`config.mk`:
```
export PLATFORM = sky130hd
export DESIGN_NAME = lsq_id_returner
export DESIGN_NICKNAME = d
export VERILOG_FILES = /design/src/rtl/lsq_id_returner.sv
export SDC_FILE = /design/constraint.sdc
export NUM_CORES = 1
export LEC_CHECK = 0
export BUFFER_PORTS_ARGS = -buffer_cell sky130_fd_sc_hd__buf_2
export CORE_AREA = 3 3 65 67
export DETAILED_ROUTE_END_ITERATION = 7
export DIE_AREA = 0 0 68 70
export PLACE_DENSITY = 0.7
export SYNTH_ARGS = -nofsm -noshare
export SYNTH_HDL_FRONTEND = slang
export SYNTH_SLANG_ARGS = --single-unit
```
`constraint.sdc`:
```
create_clock -name Clk -period 3.9 [get_ports Clk]
set_clock_uncertainty 0.1 [all_clocks]
set_input_delay 0.585 -clock Clk [delete_from_list [all_inputs] [get_ports Clk]]
set_output_delay 0.585 -clock Clk [all_outputs]
set_load 0.02 [all_outputs]
```
`src/rtl/lsq_id_returner.sv`:
```
// Return-side companion of the LSQ free-ID queue: buffers up to two freed IDs per
// cycle and writes them back one per cycle. Optional same-cycle bypass: LSQ_RET_BYPASS_EN.
module lsq_id_returner #(
  parameter int IDWIDE   = 4,
  parameter int PENDDEEP = 4
) (
  input  logic                          Clk,
  input  logic                          Rest,
  input  logic [1:0]                    RetireValid,
  input  logic [IDWIDE-1:0]             RetireId0,
  input  logic [IDWIDE-1:0]             RetireId1,
  output logic                          RetireReady,
  input  logic                          FlushReq,
  input  logic                          CriqFull,
  output logic                          Wable,
  output logic [IDWIDE-1:0]             Din,
  output logic                          CriqClean,
  output logic [$clog2(PENDDEEP+1)-1:0] PendCnt
);

  localparam int PW = $clog2(PENDDEEP);
  localparam int CW = $clog2(PENDDEEP+1);
  localparam logic [CW-1:0] READY_MAX = CW'(PENDDEEP - 2);

  // state    | meaning
  // ST_IDLE  | nothing buffered
  // ST_DRAIN | IDs pending, writing back one per cycle
  // ST_FLUSH | clean pulse to free-ID queue, buffer cleared at end of cycle
  typedef enum logic [1:0] {ST_IDLE, ST_DRAIN, ST_FLUSH} state_e;

  state_e            state_q, state_d;
  logic [IDWIDE-1:0] buf_q [PENDDEEP];
  logic [PW-1:0]     head_q, head_d;
  logic [PW-1:0]     tail_q, tail_d;
  logic [CW-1:0]     count_q, count_d;

  logic          bypass;
  logic          accept;
  logic          push0;
  logic          push1;
  logic          pop;
  logic [PW-1:0] wr_ptr0;
  logic [PW-1:0] wr_ptr1;

  always_comb begin
    bypass = 1'b0;
`ifdef LSQ_RET_BYPASS_EN
    bypass = (state_q == ST_IDLE) && (count_q == '0) && !CriqFull &&
             RetireValid[0] && !FlushReq;
`endif
    RetireReady = (count_q <= READY_MAX) && (state_q != ST_FLUSH);
    accept      = RetireReady && !FlushReq;
    push0       = accept && RetireValid[0] && !bypass;
    push1       = accept && RetireValid[1];
    // A flush request suppresses the write-back so nothing leaves mid-flush
    pop         = (count_q != '0) && !CriqFull && (state_q != ST_FLUSH) && !FlushReq;
    Wable       = pop || bypass;
    Din         = bypass ? RetireId0 : buf_q[head_q];
    CriqClean   = (state_q == ST_FLUSH);
    PendCnt     = count_q;

    wr_ptr0 = tail_q;
    wr_ptr1 = tail_q + PW'(push0);
    tail_d  = tail_q + PW'(push0) + PW'(push1);
    head_d  = head_q + PW'(pop);
    count_d = count_q + CW'(push0) + CW'(push1) - CW'(pop);

    if (state_q == ST_FLUSH) begin
      head_d  = '0;
      tail_d  = '0;
      count_d = '0;
    end

    state_d = state_q;
    if (FlushReq) begin
      state_d = ST_FLUSH;
    end else if (state_q == ST_FLUSH) begin
      state_d = ST_IDLE;
    end else if (count_d == '0) begin
      state_d = ST_IDLE;
    end else begin
      state_d = ST_DRAIN;
    end
  end

  always_ff @(posedge Clk) begin
    if (Rest) begin
      state_q <= ST_IDLE;
      head_q  <= '0;
      tail_q  <= '0;
      count_q <= '0;
      for (int i = 0; i < PENDDEEP; i++) begin
        buf_q[i] <= '0;
      end
    end else begin
      state_q <= state_d;
      head_q  <= head_d;
      tail_q  <= tail_d;
      count_q <= count_d;
      if (push0) begin
        buf_q[wr_ptr0] <= RetireId0;
      end
      if (push1) begin
        buf_q[wr_ptr1] <= RetireId1;
      end
    end
  end

endmodule

```
* Word-level counts from Yosys, hierarchy flattened
Memories as Yosys holds them, arrays and structs flattened. A register that Yosys moved wholly into a read port is not among the register bits.
Cells that the tools add are included.
** Word-level totals
- RAM bits :: 16
- Flip-flop bits (word level) :: 9
- Memories :: 1
- Output and inout port bits :: 10
- Input port bits :: 14
** Cells by class
- Reduce and logical (&&, ||, !) cells :: 15
- Magnitude comparators :: 1
- Multiplexer cells :: 19
- Equal/unequal tests :: 2
- Add/subtract/negate cells :: 6
** Memory list
- buf_q :: words 4, width 4, rd ports 1, clocked after memory_dff 1, write ports 4, line 32 : logic [IDWIDE-1:0] buf_q [PENDDEEP];
** Operators by type and width (count)
- two-way mux 1 bit :: 12
- two-way mux 2 bit :: 4
- two-way mux 4 bit :: 2
- OR reduction 4 bit :: 2
- logical AND 1 bit :: 7
- adder 2 x 1 -> 2 bit :: 3
- adder 3 x 1 -> 3 bit :: 2
- less-or-equal comparator 3 x 2 -> 1 bit, second input constant :: 1
- zero test 3 bit :: 1
- two-way mux 3 bit :: 1
- nonzero test 3 bit :: 1
- OR reduction 3 bit :: 1
- subtractor 3 x 1 -> 3 bit :: 1
- equality test 2 bit, second input constant :: 1
- zero test 1 bit :: 2
- != test 2 bit, second input constant :: 1
- OR reduction 2 bit :: 1

* Longest topological paths before layout
Gate-level depths: netlist of run 1.
- Depth after elaboration :: 12
- Depth in mapped cells :: 12
- Gate-level depth less buffers :: 12

* Worst setup path after synthesis of run 1
Ideal clock, no wire load.
- Kind :: input -> register
- Start :: input FlushReq
- End :: register state_q[0]
- Setup time :: 0.130 ns
- Path slack :: 0.611 ns
- Buffers on the path :: 1
- Cell stages on the path :: 10
- Arrival :: 3.059 ns
- Required time :: 3.670 ns
- Cell sequence :: clkbuf_1 nor4_1 ha_1 inv_1 fa_1 inv_1 fa_1 xor2_1 nor3b_1 nor3_1
** On the way
- Elaborated cells on any way between the ends :: 12
- Those cells by class :: 3 x add/sub; 2 x mux; 7 x reduce/logical
** RTL lines
- from (decl) :: line 13 : input logic FlushReq,
- zero test 1 bit :: line 56 : pop = (count_q != '0) && !CriqFull && (state_q != ST_FLUSH) && !FlushReq;
- logical AND 1 bit :: line 56
- net Wable :: line 15 : output logic Wable,
- subtractor 3 x 1 -> 3 bit :: line 66 : count_d = count_q + CW'(push0) + CW'(push1) - CW'(pop);
- two-way mux 3 bit :: line 68 : if (state_q == ST_FLUSH) begin
- zero test 3 bit :: line 79 : end else if (count_d == '0) begin
- two-way mux 1 bit :: line 79
- to (signal assigned) :: line 96 : state_q <= state_d;
- to (decl) :: line 31 : state_e state_q, state_d;
The timed path passes the listed nets, and every way through them passes these cells.
A chain may end at the register's enable or synchronous reset.

==> results of run 1 <==
==> power groups by stage <==
stage	sequential [W]	clock (W)	combinational [W]
after global routing	0.000371	0.000169	0.000400
after global placement	0.000369	0	0.000355
after detailed placement	0.000370	0	0.000360
final	0.000363	0.000152	0.000363
after CTS	0.000364	0.000156	0.000362
after floorplan	0.000375	0	0.000283
==> cell usage after synthesis, drive strengths merged, types with 2 or more instances <==
library cell	n	area [um2]
a21oi	17	85.1
edfxtp	16	480
nand3	16	80.1
dfxtp	9	180
o211ai	8	60.1
o21ai	8	40.0
inv	6	22.5
buf	5	37.5
ha	5	62.6
nor2	5	18.8
nor4bb	5	50.1
and2	4	25.0
clkbuf	4	35.0
mux4	4	90.1
nor2b	4	25.0
o2111ai	4	35.0
nor3b	3	22.5
xnor2	3	33.8
a22oi	2	15.0
fa	2	40.0
nor3	2	10.0
xor2	2	36.3
==> through the flow <==
stage	cell area, um2	total power [W]	cells	hold slack [ns]
after detailed placement	1720	0.000731	210	0.518
after floorplan	1590	0.000657	144	0.450
final	1770	0.000879	214	0.526
after global routing	1770	0.000939	214	0.561
after global placement	1720	0.000724	210	0.504
after CTS	1770	0.000882	214	0.537
==> flip-flops by register name, indices dropped and copies added (netlist names) <==
name	count
buf_q	16
PendCnt	3
head_q	2
state_q	2
tail_q	2
==> worst max-delay path, delay by kind of cell, from the launching register on <==
family,cells,cell delay (ns)
compound gates,3,0.90
simple gates,2,0.62
fa+ha+maj,2,0.58
flops,1,0.43
buf+inv,1,0.07
==> final cells by class <==
type / instances / share of cell area, %
multi-input combinational: 104 / 47.0
clock buffer: 3 / 2.34
clock inverter: 1 / 0.425
tap: 48 / 3.40
inverter: 6 / 1.27
sequential: 25 / 37.4
timing repair buffer: 27 / 8.21
==> kinds of logic (layout without fill, tap and decap cells) <==
kind of cell / after synthesis / in the layout / share of synthesized area, %
xor gates and xnor gates: 5 / 5 / 4.42
adders and majority gates: 7 / 7 / 6.47
muxes: 4 / 4 / 5.68
and+or+nand+nor: 47 / 47 / 20.0
DFF: 25 / 25 / 41.6
buffers and inverters: 15 / 37 / 5.99
AOI/OAI and AO/OA: 41 / 41 / 15.9
==> routing by layer <==
metal	GRT usage [%]	vias to the layer above
met5	0	-
met4	5.08	0
met3	2.25	9
met2	21.6	47
met1	21.6	573
li1	-	598
==> how the worst max path moves through the flow <==
| stage | end | slack (ns) | cells after the start |
|---|---|---|---|
| 2_1_floorplan | state_q[0]$_SDFF_PP0_ | 0.61 | 10 |
| 3_3_place_gp | buf_q[0][1]$_DFFE_PP_ | 0.81 | 7 |
| 3_5_place_dp | buf_q[0][1]$_DFFE_PP_ | 0.70 | 7 |
| 4_1_cts | buf_q[0][0]$_DFFE_PP_ | 0.86 | 8 |
| 5_1_grt | buf_q[0][0]$_DFFE_PP_ | 0.59 | 8 |
| 6_report | buf_q[1][0]$_DFFE_PP_ | 0.86 | 8 |
==> flow_summary.ini, run 1 <==
[synth]
synthArstFlopShare_pct = 0
yosysUniqueCellTypes = 38
ys_seq_elements = 25
synthFlopType = edfxtp_1
ys_seq_area_share_pct = 41.6
yosys_warnings = 0
syn_nets = 165
syn_inst = 144
synth_area_mm2 = 0.00159
syn_area_per_cell_um2 = 11.0
synth_edf_count = 16

[setup_path]
critical-path-slowest-cell = nor4bb_1
cp-end-kind = register
worstPathArrival_ns = 2.85
timing.rr.end = buf_q[1][0]$_DFFE_PP_
cpPeakStageDelay_ns = 0.54
crit_path_cell_trace = inv_1 > ha_1 > o21bai_1 > nor2b_1 > ha_1 > nor4bb_1 > a22oi_1 > o21ai_0
r2r-start = PendCnt[1]$_SDFF_PP0_
r2r_cells = 8
r2r_slack_ns = 0.86
crit_type = register to register
cp_common_cell = ha_1
cp-startpoint = PendCnt[1]$_SDFF_PP0_
crit_required_ns = 3.71
cp-start-kind = register
critical_path.max_fanout = 5

[route]
drcViolationCount = 0
wl_met1_um = 1450
detail_route.iter0.violations = 97
top_layer = met4
viasPerCell = 5.73
wl_met2_um = 1510
wl_met3_um = 231
wl_per_cell_um = 15.3
first_pass_iters = 4
ant_nets = 0
wl_um = 3260
vias = 1227

[cells_and_area]
areaGrowthSynthToFinish_pct = 11.4
seq_area_um2 = 661
final_nets = 188
final_util_pct = 47.9
mostFrequentLayoutCell = buf_2
drive_gt1_share_pct = 24.7
diodes = 0
fillCellCount = 347
multi_input_area_um2 = 831
most-common-layout-cells = buf_2 (23), a21oi_1 (17), nand3_1 (16), edfxtp_1 (16), dfxtp_1 (9)

[sta]
period_needed_ns = 3.04
fin_crit_sh_pct = 78.1
setup_viol = 0
hold_viol = 0
maxSlewHeadroom_pct = 53.2
max_freq_ghz = 0.328
tns_ns = 0
rsz0062_at_grt = no
setup_ws_ns = 0.856
max_slew.worst_pin.slew_ns = 0.698
drv_slew = 0

[cts]
clkSinkCount = 25
root_buffer = clkbuf_8
ctsResizeCount = 0
hold_buffers = 0
insertion_delay_ns = 0.27
clkTransAtPathRegs_ns = 0.09
htreeDepth = 1
cts_buffer_depth = 2
cts_tree = built
numCtsBuffers = 3
post-cts-setup-buffers = 0

[grt]
overflow = 0
grt_max_degree = 24
track_usage_pct = 14.7
grt_pass1_vias = 1113
grt_pass1_wl_um = 5460
antenna_found_initial = 0

[power_and_ir_drop]
clkPwrFrac_pct = 17.4
leakagePower_nw = 0.635
switching_share_pct = 38.2
p_per_area_mw_per_mm2 = 497
p_int_w = 0.000543
combPwrFrac_pct = 41.3
seq_power_share_pct = 41.4
switchingPower_w = 0.000335
vdd.ir_drop.worst_v = 0.000270

[floorplanning]
rows = 22
start_util_pct = 43.0
io_pins = 24
die_width_um = 68
core_mm2 = 0.00369
die-area_mm2 = 0.00476
die_h_um = 70

[worst_hold_path]
holdPathEnd = head_q[1]$_SDFF_PP0_
hp-start = head_q[1]$_SDFF_PP0_
min_path_type = register to register
holdPathStages = 2

[placement]
io_buffers = 23
pre_cts_ws_ns = 0.702
place_hpwl_um = 2500
place_congestion = 0.851

[run]
drv_cap = 0

[run_status]
outcome = complete, no violations
Power figures use the tool's default switching activity.
==> run 2, diff against run 1 <==
Clock period 3.9 ns to 2.99 ns, I/O delays scaled along.
==> run 2 against run 1 <==
Net effect: sequential share of layout area is 1.1 points lower; largest cell class unchanged; via count is 4.2% higher; highest routed layer unchanged; worst hold slack worse by 0.12 ns.
==> flow_summary.ini, run 2 (synthesis results as in run 1) <==
[placement]
place_congestion = 0.873
place_area_mm2 = 0.00176
place_hpwl_um = 2720
io_buffers = 23

[cells_and_area]
most-common-layout-cells = buf_2 (23), a21oi_1 (17), nand3_1 (16), edfxtp_1 (16), dfxtp_1 (9)
multi_input_area_um2 = 858
largest_reg_flops = 16
final_nets = 192
fillCellCount = 342
design_area_mm2 = 0.00182
drive_gt1_share_pct = 28.2
areaGrowthSynthToFinish_pct = 14.9
top_register = buf_q
mostFrequentLayoutCell = buf_2
seq_area_um2 = 661
final_util_pct = 49.4
diodes = 0

[sta]
fin_crit_sh_pct = 96.4
whs_ns = 0.408
hold_viol = 0
max_slew.worst_pin.slew_ns = 0.618
maxSlewHeadroom_pct = 58.2
max_freq_ghz = 0.347
setup_viol = 0
drv_slew = 0
period_needed_ns = 2.88

[grt]
overflow = 0
antenna_found_initial = 0
grt_pass1_vias = 1215
grt_max_degree = 22
track_usage_pct = 16.3
grt_pass1_wl_um = 5960

[setup_path]
timing.rr.end = buf_q[1][2]$_DFFE_PP_
critical_path.max_fanout = 5
worstPathArrival_ns = 2.77
r2r_cells = 9
r2r-start = PendCnt[1]$_SDFF_PP0_
cp-startpoint = PendCnt[1]$_SDFF_PP0_
crit_type = register to register
crit_required_ns = 2.88
r2r_slack_ns = 0.11
cp-start-kind = register
cp-end-kind = register

[power_and_ir_drop]
seq_power_share_pct = 40.8
p_int_w = 0.000723
switching_share_pct = 38.5
switchingPower_w = 0.000452
p_per_area_mw_per_mm2 = 645
combPwrFrac_pct = 42.4
clkPwrFrac_pct = 16.7
leakagePower_nw = 0.663
vdd.ir_drop.worst_v = 0.000298

[floorplanning]
die_h_um = 70
rows = 22
io_pins = 24
start_util_pct = 43.0
die-area_mm2 = 0.00476
core_mm2 = 0.00369
die_width_um = 68

[cts]
post-cts-setup-buffers = 0
clkSinkCount = 25
htreeDepth = 1
hold_buffers = 0
clkTransAtPathRegs_ns = 0.09
root_buffer = clkbuf_8
cts_buffer_depth = 2
cts_tree = built
insertion_delay_ns = 0.27
numCtsBuffers = 3

[route]
ant_nets = 0
detail_route.iter0.violations = 70
first_pass_iters = 4
wl_per_cell_um = 16.8
wl_um = 3670
vias = 1278
drcViolationCount = 0
viasPerCell = 5.86

[worst_hold_path]
holdPathStages = 2
min_path_type = input port to register
holdPathEnd = state_q[1]$_SDFF_PP0_
hp-start = Rest

[run_status]
outcome = complete, no violations

[run]
drv_cap = 0
==> run 2: what timing repair did <==
item	in CTS	in global routing
setup endpoints to repair	0	13
endpoints found under the hold margin	0	0
resized for setup	0	3
==> run 2: stage by stage <==
step / cells / setup WS [ns] / power (W) / setup TNS [ns]
6_report: 218 / 0.106 / 0.00118 / 0
3_5_place_dp: 214 / 0.0637 / 0.000971 / 0
3_3_place_gp: 214 / 0.0873 / 0.000952 / 0
2_1_floorplan: 144 / 0.0644 / 0.000860 / 0
4_1_cts: 218 / 0.131 / 0.00116 / 0
5_1_grt: 218 / -0.00179 / 0.00125 / -0.00695
==> run 2: worst max path at each step <==
stage | slack (ns) | cells past startpoint | end
after detailed placement | 0.06 | 7 | buf_q[2][0]$_DFFE_PP_
after floorplan | 0.06 | 8 | buf_q[0][0]$_DFFE_PP_
after global placement | 0.09 | 7 | buf_q[2][0]$_DFFE_PP_
final | 0.11 | 9 | buf_q[1][2]$_DFFE_PP_
after global routing | -0.002 | 9 | buf_q[1][3]$_DFFE_PP_
after CTS | 0.13 | 9 | buf_q[1][2]$_DFFE_PP_
==> run 2: power groups by stage <==
stage          registers (W)  clock network (W)  logic, W
2_1_floorplan       0.000489                  0  0.000371
3_3_place_gp        0.000481                  0  0.000471
3_5_place_dp        0.000488                  0  0.000483
4_1_cts             0.000480           0.000199  0.000486
5_1_grt             0.000489           0.000211  0.000548
6_report            0.000480           0.000197  0.000499
==> run 2: cell type report <==
| cell class | count | share of cell area (%) |
|---|---|---|
| Clock buffer | 3 | 2.26 |
| Clock inverter | 1 | 0.275 |
| Tap cell | 48 | 3.29 |
| Inverter | 6 | 1.24 |
| Timing Repair Buffer | 31 | 9.61 |
| Multi-Input combinational cell | 104 | 47.1 |
| Sequential cell | 25 | 36.2 |
==> run 2: worst max-delay path: stages, from the launching register on <==
cell	delay [ns]
dfxtp_1	0.43
inv_1	0.07
ha_1	0.20
o21bai_1	0.24
nor2b_1	0.09
ha_1	0.42
nor4bb_2	0.51
a22oi_1	0.17
o21ai_0	0.21
buf_4	0.17
==> run 2: per-layer routing <==
metal | wire length (um) | GRT usage, % | up-vias
li1 | - | - | 609
met5 | 0 | 0 | -
met1 | 1590 | 23.2 | 597
met3 | 253 | 3.05 | 13
met4 | 95 | 5.96 | 0
met2 | 1720 | 24.2 | 59
